$ cat config.mk
export PLATFORM = sky130hd
export DESIGN_NAME = issue_pipe_reg_flat
export DESIGN_NICKNAME = d
export VERILOG_FILES = /design/src/rtl/issue_pipe_reg_pkg.sv /design/src/rtl/issue_pipe_reg_if.sv /design/src/rtl/issue_lane_mask.sv /design/src/rtl/issue_pipe_reg.sv /design/src/flat_wrapper.sv
export SDC_FILE = /design/constraint.sdc
export NUM_CORES = 1
export LEC_CHECK = 0
export BUFFER_PORTS_ARGS = -buffer_cell sky130_fd_sc_hd__buf_2
export CELL_PAD_IN_SITES_DETAIL_PLACEMENT = 1
export CELL_PAD_IN_SITES_GLOBAL_PLACEMENT = 1
export CORE_AREA = 2 2 264 266
export DETAILED_ROUTE_END_ITERATION = 6
export DIE_AREA = 0 0 266 268
export GPL_TIMING_DRIVEN = 0
export PLACE_DENSITY = 0.82
export SETUP_SLACK_MARGIN = 0.1
export SYNTH_ARGS = -nofsm -noshare
export SYNTH_HDL_FRONTEND = slang
export SYNTH_SLANG_ARGS = --single-unit
$ cat constraint.sdc
create_clock -name clk -period 44.3 [get_ports clk]
set_clock_uncertainty 0.2 [all_clocks]
set_input_delay 4.43 -clock clk [delete_from_list [all_inputs] [get_ports clk]]
set_output_delay 4.43 -clock clk [all_outputs]
set_load 0.02 [all_outputs]
$ cat src/rtl/issue_pipe_reg_pkg.sv
// Shared definitions for the issue pipeline register: state encoding,
// flush-cause constants and the NOP payload fill value.
package issue_pipe_reg_pkg;

  typedef enum logic [1:0] {
    ST_EMPTY = 2'd0,
    ST_FULL  = 2'd1,
    ST_SKID  = 2'd2
  } issue_state_e;

  localparam logic CAUSE_EXC     = 1'b0;
  localparam logic CAUSE_MISPRED = 1'b1;

  // Every bit of a NOP payload takes this value.
  localparam logic NOP_BIT = 1'b0;

endpackage

$ cat src/rtl/issue_pipe_reg_if.sv
// Issue-group stream: per-lane valid, packed payload and a single ready.
// valid/ready: a group transfers on a rising edge where valid!=0 and ready=1.
interface issue_pipe_reg_if #(
  parameter int LANES     = 2,
  parameter int PAYLOAD_W = 160
);
  logic [LANES-1:0]           valid;
  logic [LANES*PAYLOAD_W-1:0] payload;
  logic                       ready;

  modport master (output valid, output payload, input ready);
  modport slave  (input valid, input payload, output ready);
endinterface

$ cat src/rtl/issue_lane_mask.sv
// Turns a surviving-lane count into a mask of the lowest-index lanes,
// clamping counts above LANES.
module issue_lane_mask #(
  parameter int LANES = 2,
  parameter int KW    = $clog2(LANES + 1)
) (
  input  logic [KW-1:0]    keep_lanes_i,
  output logic [LANES-1:0] mask_o
);

  int keep_n;

  always_comb begin
    keep_n = (int'(keep_lanes_i) > LANES) ? LANES : int'(keep_lanes_i);
    for (int i = 0; i < LANES; i++) begin
      mask_o[i] = (i < keep_n);
    end
  end

endmodule

$ cat src/rtl/issue_pipe_reg.sv
// Issue-to-execute pipeline register with a one-group skid buffer,
// exception/misprediction flush and a saturating stall counter.
module issue_pipe_reg
  import issue_pipe_reg_pkg::*;
#(
  parameter int LANES     = 2,
  parameter int PAYLOAD_W = 160,
  parameter int CNT_W     = 32,
  parameter int KW        = $clog2(LANES + 1)
) (
  input  logic                clk,
  input  logic                reset,
  issue_pipe_reg_if.slave     up,
  issue_pipe_reg_if.master    dn,
  input  logic                flush,
  input  logic                flush_cause,
  input  logic [KW-1:0]       keep_lanes,
  output logic [CNT_W-1:0]    stall_cnt,
  output issue_state_e        state_dbg_o
);

  localparam int PW = LANES * PAYLOAD_W;

  issue_state_e     state_q, state_d;
  logic [LANES-1:0] main_v_q, main_v_d, skid_v_q, skid_v_d;
  logic [PW-1:0]    main_p_q, main_p_d, skid_p_q, skid_p_d;
  logic [CNT_W-1:0] stall_q;

  logic             in_ready, accept, drain, stalled;
  logic [LANES-1:0] keep_mask;
  logic [PW-1:0]    in_p_clean;

  issue_lane_mask #(.LANES(LANES), .KW(KW)) u_lane_mask (
    .keep_lanes_i (keep_lanes),
    .mask_o       (keep_mask)
  );

  assign in_ready = (state_q != ST_SKID);
  assign accept   = in_ready && (|up.valid) && !flush;
  assign drain    = (state_q != ST_EMPTY) && dn.ready;
  assign stalled  = (|main_v_q) && !dn.ready;

  // Invalid lanes are stored as NOPs so downstream never sees stale bits.
  always_comb begin
    in_p_clean = '0;
    for (int i = 0; i < LANES; i++) begin
      in_p_clean[i*PAYLOAD_W +: PAYLOAD_W] =
        up.valid[i] ? up.payload[i*PAYLOAD_W +: PAYLOAD_W] : {PAYLOAD_W{NOP_BIT}};
    end
  end

  always_ff @(posedge clk or posedge reset) begin
    if (reset) begin
      state_q  <= ST_EMPTY;
      main_v_q <= '0;
      main_p_q <= '0;
      skid_v_q <= '0;
      skid_p_q <= '0;
      stall_q  <= '0;
    end else begin
      state_q  <= state_d;
      main_v_q <= main_v_d;
      main_p_q <= main_p_d;
      skid_v_q <= skid_v_d;
      skid_p_q <= skid_p_d;
      if (stalled && (stall_q != {CNT_W{1'b1}})) begin
        stall_q <= stall_q + CNT_W'(1);
      end
    end
  end

  always_comb begin
    state_d  = state_q;
    main_v_d = main_v_q;
    main_p_d = main_p_q;
    skid_v_d = skid_v_q;
    skid_p_d = skid_p_q;
    if (flush) begin
      skid_v_d = '0;
      skid_p_d = '0;
      // A same-cycle drain already hands main downstream, so nothing survives.
      if ((flush_cause == CAUSE_EXC) || drain) begin
        main_v_d = '0;
        main_p_d = '0;
      end else begin
        main_v_d = main_v_q & keep_mask;
        for (int i = 0; i < LANES; i++) begin
          if (!keep_mask[i]) main_p_d[i*PAYLOAD_W +: PAYLOAD_W] = {PAYLOAD_W{NOP_BIT}};
        end
      end
      state_d = (|main_v_d) ? ST_FULL : ST_EMPTY;
    end else begin
      unique case (state_q)
        ST_EMPTY: begin
          if (accept) begin
            main_v_d = up.valid;
            main_p_d = in_p_clean;
            state_d  = ST_FULL;
          end
        end
        ST_FULL: begin
          if (accept && drain) begin
            main_v_d = up.valid;
            main_p_d = in_p_clean;
          end else if (drain) begin
            main_v_d = '0;
            main_p_d = '0;
            state_d  = ST_EMPTY;
          end else if (accept) begin
            skid_v_d = up.valid;
            skid_p_d = in_p_clean;
            state_d  = ST_SKID;
          end
        end
        ST_SKID: begin
          if (drain) begin
            main_v_d = skid_v_q;
            main_p_d = skid_p_q;
            skid_v_d = '0;
            skid_p_d = '0;
            state_d  = ST_FULL;
          end
        end
        default: state_d = ST_EMPTY;
      endcase
    end
  end

  always_comb begin
    up.ready    = in_ready;
    dn.valid    = main_v_q;
    dn.payload  = main_p_q;
    stall_cnt   = stall_q;
    state_dbg_o = state_q;
  end

endmodule

$ cat src/flat_wrapper.sv
// flat-port wrapper written by rule: the top's interface ports become plain ports
module issue_pipe_reg_flat import issue_pipe_reg_pkg::*;
#(
  parameter int LANES     = 2,
  parameter int PAYLOAD_W = 160,
  parameter int CNT_W     = 32,
  parameter int KW        = $clog2(LANES + 1)
)
  (clk, reset, flush, flush_cause, keep_lanes, stall_cnt, state_dbg_o, up_valid, up_payload, up_ready, dn_valid, dn_payload, dn_ready);
  issue_pipe_reg_if #(.LANES(LANES), .PAYLOAD_W(PAYLOAD_W)) up_i ();
  issue_pipe_reg_if #(.LANES(LANES), .PAYLOAD_W(PAYLOAD_W)) dn_i ();
  input  logic clk;
  input  logic reset;
  input  logic flush;
  input  logic flush_cause;
  input  logic [KW-1:0] keep_lanes;
  output logic [CNT_W-1:0] stall_cnt;
  output issue_state_e state_dbg_o;
  input wire logic [$bits(up_i.valid)-1:0] up_valid;
  input wire logic [$bits(up_i.payload)-1:0] up_payload;
  output wire logic [$bits(up_i.ready)-1:0] up_ready;
  output wire logic [$bits(dn_i.valid)-1:0] dn_valid;
  output wire logic [$bits(dn_i.payload)-1:0] dn_payload;
  input wire logic [$bits(dn_i.ready)-1:0] dn_ready;
  assign up_i.valid = up_valid;
  assign up_i.payload = up_payload;
  assign up_ready = up_i.ready;
  assign dn_valid = dn_i.valid;
  assign dn_payload = dn_i.payload;
  assign dn_i.ready = dn_ready;
  issue_pipe_reg #(.LANES(LANES), .PAYLOAD_W(PAYLOAD_W), .CNT_W(CNT_W), .KW(KW)) u_core (.clk(clk), .reset(reset), .up(up_i), .dn(dn_i), .flush(flush), .flush_cause(flush_cause), .keep_lanes(keep_lanes), .stall_cnt(stall_cnt), .state_dbg_o(state_dbg_o));
endmodule
### Yosys cells after proc, flatten, opt, wreduce, memory -nomap -nowiden

Index checks and enable logic that the tools add are counted.

* bits of input ports: 329
* output and inout bits: 357
* bits in registers: 678
* word-level logic and storage cells: 83

* reductions and logical operators: 21
* equal/unequal tests: 13
* magnitude comparators: 3
* muxes and demuxes: 36
* bitwise logic cells: 2
* add/subtract/negate cells: 1

Operators with widths (number)
* $mux W320: 9
* $pmux W320 S3: 1
* $mux W160: 4
* $pmux W320 S2: 1
* $mux W2: 17
* $add A32 B1 Y32 const B: 1
* $ne A32 B32 Y1 const B: 1
* $reduce_and A5 Y1: 3
* $ne A3 B3 Y1 const B: 4
* $pmux W2 S3: 2
* $ne A3 B2 Y1 const B: 3
* $ne A4 B2 Y1 const B: 2
* $reduce_and A4 Y1: 2
* $logic_and A1 B1 Y1: 6
* $reduce_or A2 Y1: 3
* $lt A1 B2 Y1 const A: 2
* $pmux W2 S2: 1
* $reduce_bool A4 Y1: 1
* $reduce_bool A3 Y1: 1
* $and A2 B2 Y2: 1
* $eq A2 B1 Y1 const B: 1
* $eq A2 B2 Y1 const B: 1
* $gt A2 B2 Y1 const B: 1
* $logic_not A1 Y1: 2
* other kinds (6): 6

### Longest topological paths before layout

* depth after elaboration: 9
* mapped depth: 10
* depth with buffers taken out: 7

### Cells and area by module

From an unflattened synthesis, not the netlist that was laid out.

* cells, all modules: 2016
* area, all modules: 26905.8 um2

By module, submodules not included
* issue_pipe_reg: cells an instance 2014, seq. area each 16966.3 um2, times used 1, area each 26895.8 um2
* issue_lane_mask: cells an instance 2, seq. area each 0.0 um2, times used 1, area each 10.0 um2

### Worst setup path after synthesis

No wires, ideal clock.

* kind: input to register
* start: in flush
* end: reg u_core.main_p_q[100], in the netlist u_core.dn.payload[100]
* required time: 44.024 ns
* setup time: 0.076 ns
* setup slack: 38.215 ns
* buffers on the path: 4
* stages: 9
* arrival: 5.808 ns
* cells stage by stage: buf_2 -> or3b_1 -> o21ai_1 -> and2_1 -> buf_2 -> buf_6 -> buf_6 -> a22oi_1 -> o21ai_1

* longest elaborated chain between the ends: 6
* elaborated cells between the ends (all ways): 12
* classes of those cells: eq/ne: 4; mux: 3; reduce/logical: 5

Ends and longest elaborated chain
* start: declaration: RTL line flat_wrapper.sv:14 `input logic flush;`
* $logic_not A1 Y1: RTL line issue_pipe_reg.sv:39 `assign accept = in_ready && (|up.valid) && !flush;`
* $logic_and A1 B1 Y1: RTL line issue_pipe_reg.sv:39
* $logic_and A1 B1 Y1: RTL line issue_pipe_reg.sv:102 `if (accept && drain) begin`
* $mux W320: RTL line issue_pipe_reg.sv:102
* $pmux W320 S3: RTL line issue_pipe_reg.sv:93 `unique case (state_q)`
* $mux W320: RTL line issue_pipe_reg.sv:78 `if (flush) begin`
* end signal: assignment: RTL line issue_pipe_reg.sv:63 `main_p_q <= main_p_d;`
* end: declaration: RTL line issue_pipe_reg.sv:26 `logic [PW-1:0] main_p_q, main_p_d, skid_p_q, skid_p_d;`

Parallel ways exist; a longest one is shown, timed or not.
A chain may end at the register's enable or synchronous reset.

### Final worst setup path

* start: in dn_ready
* end: reg u_core.skid_p_q[158]

* longest elaborated chain between the ends: 4
* elaborated cells between the ends (all ways): 6
* classes of those cells: eq/ne: 3; reduce/logical: 3

Ends and longest elaborated chain
* start: declaration: RTL line flat_wrapper.sv:24 `input wire logic [$bits(dn_i.ready)-1:0] dn_ready;`
* $logic_and A1 B1 Y1 *: RTL line issue_pipe_reg.sv:40 `assign drain = (state_q != ST_EMPTY) && dn.ready;`
* $logic_and A1 B1 Y1: RTL line issue_pipe_reg.sv:102
* $ne A3 B3 Y1 (no line)
* $reduce_and A5 Y1 (no line) *
* end signal: assignment: RTL line issue_pipe_reg.sv:65 `skid_p_q <= skid_p_d;`
* end: declaration: RTL line issue_pipe_reg.sv:26

Mark *: on every way between the ends. The rest lies on a longest branch, timed or not.

==> run summary <==
Outcome - finished clean
Area after DPL - 0.0318 sq mm
Worst-Margin Slew - 0.942 ns
Synthesis-to-finish area growth - 26.6%
Arr. time, crit path - 6.75 ns
Worst Hold Path EP - u_core.dn.payload[134]$_DFFE_PP0P_
Reg2Reg Setup Slack - 40.94 ns
MaxCap Viol Count - 0
Crit path kind - in2reg
Root buffer cell - clkbuf_16
CTS tree - built
Synth warnings - 0
Filler cell count - 7,517
Post-detailed-route count of antenna-violating nets - 0
Max Clock Freq - 156 MHz
Fraction of registers with async set/reset - 100%
Hpwl dp - 78.6 mm
Power Density - 58.1 mW/mm^2
Period Utilization, post-route - 14.5%
Placed insts - 3,909
Setup ws final - 37.88 ns
Final wirelength - 107 mm
Tot GR Track Use - 29.4%
Met1 usage - 32.6%
Boundary Pins - 686
Clock transition at path regs - 0.06 ns
R2r worst-path depth - 8
Clock sink total - 678
Syn_nets - 2,672
WL/cell - 26.2 um
Seq cells post-synth - 678
Critical-path maximum fanout - 10
Horiz. Die Dim - 266 um
Setup crit start kind - primary input
GR Util met3 - 9.61%
Post-CTS Setup Inserts - 0
Die footprint - 0.0713 sq mm
Clock Latency Late Sink - 0.61 ns
Met2 Track Usage GR - 50.2%
DRT Pass-1 Iters - 5
Hold Path Depth - 2
P_leak - 0.0171 uW
Synth top cells by count - 678 x dfrtp_1, 340 x nand2_1, 320 x a22o_1, 320 x a22oi_1, 181 x o21ai_1
Vias/cell - 5.83
Global-route wire length before repair - 161 mm
Largest net degree at the start of global routing - 138
Slew HR - 37.1%
Setup WS pre-CTS - 37.24 ns
Hold Buf Count CTS - 0
Avg Synthesized Cell Area - 11.6 sq um
Vias in the first global route - 26,011
WHS - 0.272 ns
Num CTS Buffers - 75
Post-synth top flop - dfrtp_1
Initial antenna violation count - 61
Site Rows - 96
CORE AREA - 0.0682 sq mm
DIE HEIGHT - 268 um
Grt peak-use layer - met2
Required time worst endpoint - 44.63 ns
Most area-consuming cells after synthesis - dfrtp_1 62%, a22o_1 10%, a22oi_1 8.8%, nand2_1 4.7%, o21ai_1 3.3%
Setup-failing EPs final - 0
Max clock buf depth - 3
Via Count - 23,810
Post_cts resized - 0
Initial Utilization - 39.8%
Worst VDD drop - 0.0306 mV
Final Hold Violating Endpoints - 0
Fin cells - 4,083
Htree depth - 3
Crit path capture type - flip-flop
Final net count - 3,438
Hold_sp - u_core.dn.payload[134]$_DFFE_PP0P_
Most frequent cell after synthesis - dfrtp_1
Mapped Cells - 2,338
Netlist cell types - 44
Final instance area - 0.0344 sq mm
DRC Markers - 0
Synth top area share - 62.5%
# port buffers - 684
Worst r2r src - u_core.state_dbg_o[0]$_DFFE_PP0P_
Final min period - 6.42 ns
EDFF count, synth - 0
FF-to-FF End - u_core.dn.payload[32]$_DFFE_PP0P_
Synth area leader - dfrtp_1
Sequential share of the synthesized area - 62.5%
Mapped Area - 0.0272 sq mm
Total grt overflow - 0
DRT iter0 DRCs - 1,812
Pins over their slew limit - 0
Share of layout cells above drive strength 1 - 30.3%
Final GP Congestion - 0.936
Register Area - 0.0170 sq mm
RSZ-0062 raised after global routing - no
Area of the multi-input gates - 0.00907 sq mm
TNS Setup - 0 ns
Worst hold-check path type - reg2reg
==> registers in the layout, indices dropped and copies added, names as in the netlist <==
name	flops
u_core.dn.payload	320
u_core.skid_p_q	320
u_core.stall_cnt	32
u_core.dn.valid	2
u_core.skid_v_q	2
u_core.state_dbg_o	2
==> critical path, stage by stage <==
cell      delay [ns]
buf_2           0.13
nand2b_1        0.22
nor3_1          0.10
a311oi_2        0.77
buf_2           0.50
buf_2           0.38
a22o_1          0.20
==> kinds of logic after synthesis <==
logic type / count (synthesis) / synth area share [%]
AND/OR/NAND/NOR: 414 / 6.38
flip-flops: 678 / 62.5
adder cells (fa/ha/maj): 5 / 0.230
XOR/XNOR: 31 / 0.999
AO/OA/AOI/OAI: 984 / 25.8
buffers and inverters: 226 / 4.16
==> placed cells by master (no fill, tap or decap), drive strengths merged, types with 2 or more instances in the layout <==
cell type	synthesis	routed
or2	3	3
clkinv	0	13
nor3b	2	2
nor2b	4	4
nor3	11	11
a21o	3	3
clkbuf	102	219
nand2b	2	2
buf	116	805
o21bai	2	2
and4	4	4
a22oi	320	320
nand2	340	340
xor2	11	11
inv	8	13
nor2	7	7
a22o	320	320
dfrtp	678	678
nand4	14	14
and2	3	3
a21oi	5	5
nor4	5	5
xnor2	20	20
diode	0	38
nand3	12	12
and3	5	5
o21ai	325	325
ha	5	5
a311oi	2	2
==> per-stage QoR <==
stage	power, uW	utilization (%)
floorplan	1120	-
global placement	1350	46.5
detailed placement	1380	46.7
CTS	2010	50.3
global route	2090	50.4
finish	2000	50.4
==> metal layers <==
metal,share of wire [%],up-vias
met5,0.27,-
met4,5.4,46
met3,8.7,325
met2,49,1002
met1,36,12206
li1,-,10231
==> worst max-delay path by stage <==
| stage | startpoint | to | slack (ns) | depth (start not counted) |
|---|---|---|---|---|
| 2_1_floorplan | reset | u_core.dn.payload[0]$_DFFE_PP0P_ | 20.66 | 1 |
| 3_3_place_gp | reset | u_core.dn.payload[95]$_DFFE_PP0P_ | 14.57 | 2 |
| 3_5_place_dp | dn_ready | u_core.skid_p_q[161]$_DFFE_PP0P_ | 37.24 | 7 |
| 4_1_cts | dn_ready | u_core.skid_p_q[166]$_DFFE_PP0P_ | 37.89 | 7 |
| 5_1_grt | dn_ready | u_core.skid_p_q[166]$_DFFE_PP0P_ | 37.74 | 7 |
| 6_report | dn_ready | u_core.skid_p_q[158]$_DFFE_PP0P_ | 37.88 | 7 |
==> where the power goes <==
group	leakage, uW	switching, uW	internal, uW
Clock	0.00122	261	363
Sequential	0.00930	65.6	718
Combinational	0.00659	418	173
==> final cells by class <==
type	count	share of cell area, %
repair buffers	689	10.4
flip-flops and latches	678	49.3
clock inverters	19	0.477
clock buffers	117	6.66
well taps	882	3.21
inverters	8	0.109
plain buffers	218	3.20
multi-input cells	1434	26.4
diodes	38	0.277
No activity file was read; power rests on OpenSTA's default activity.
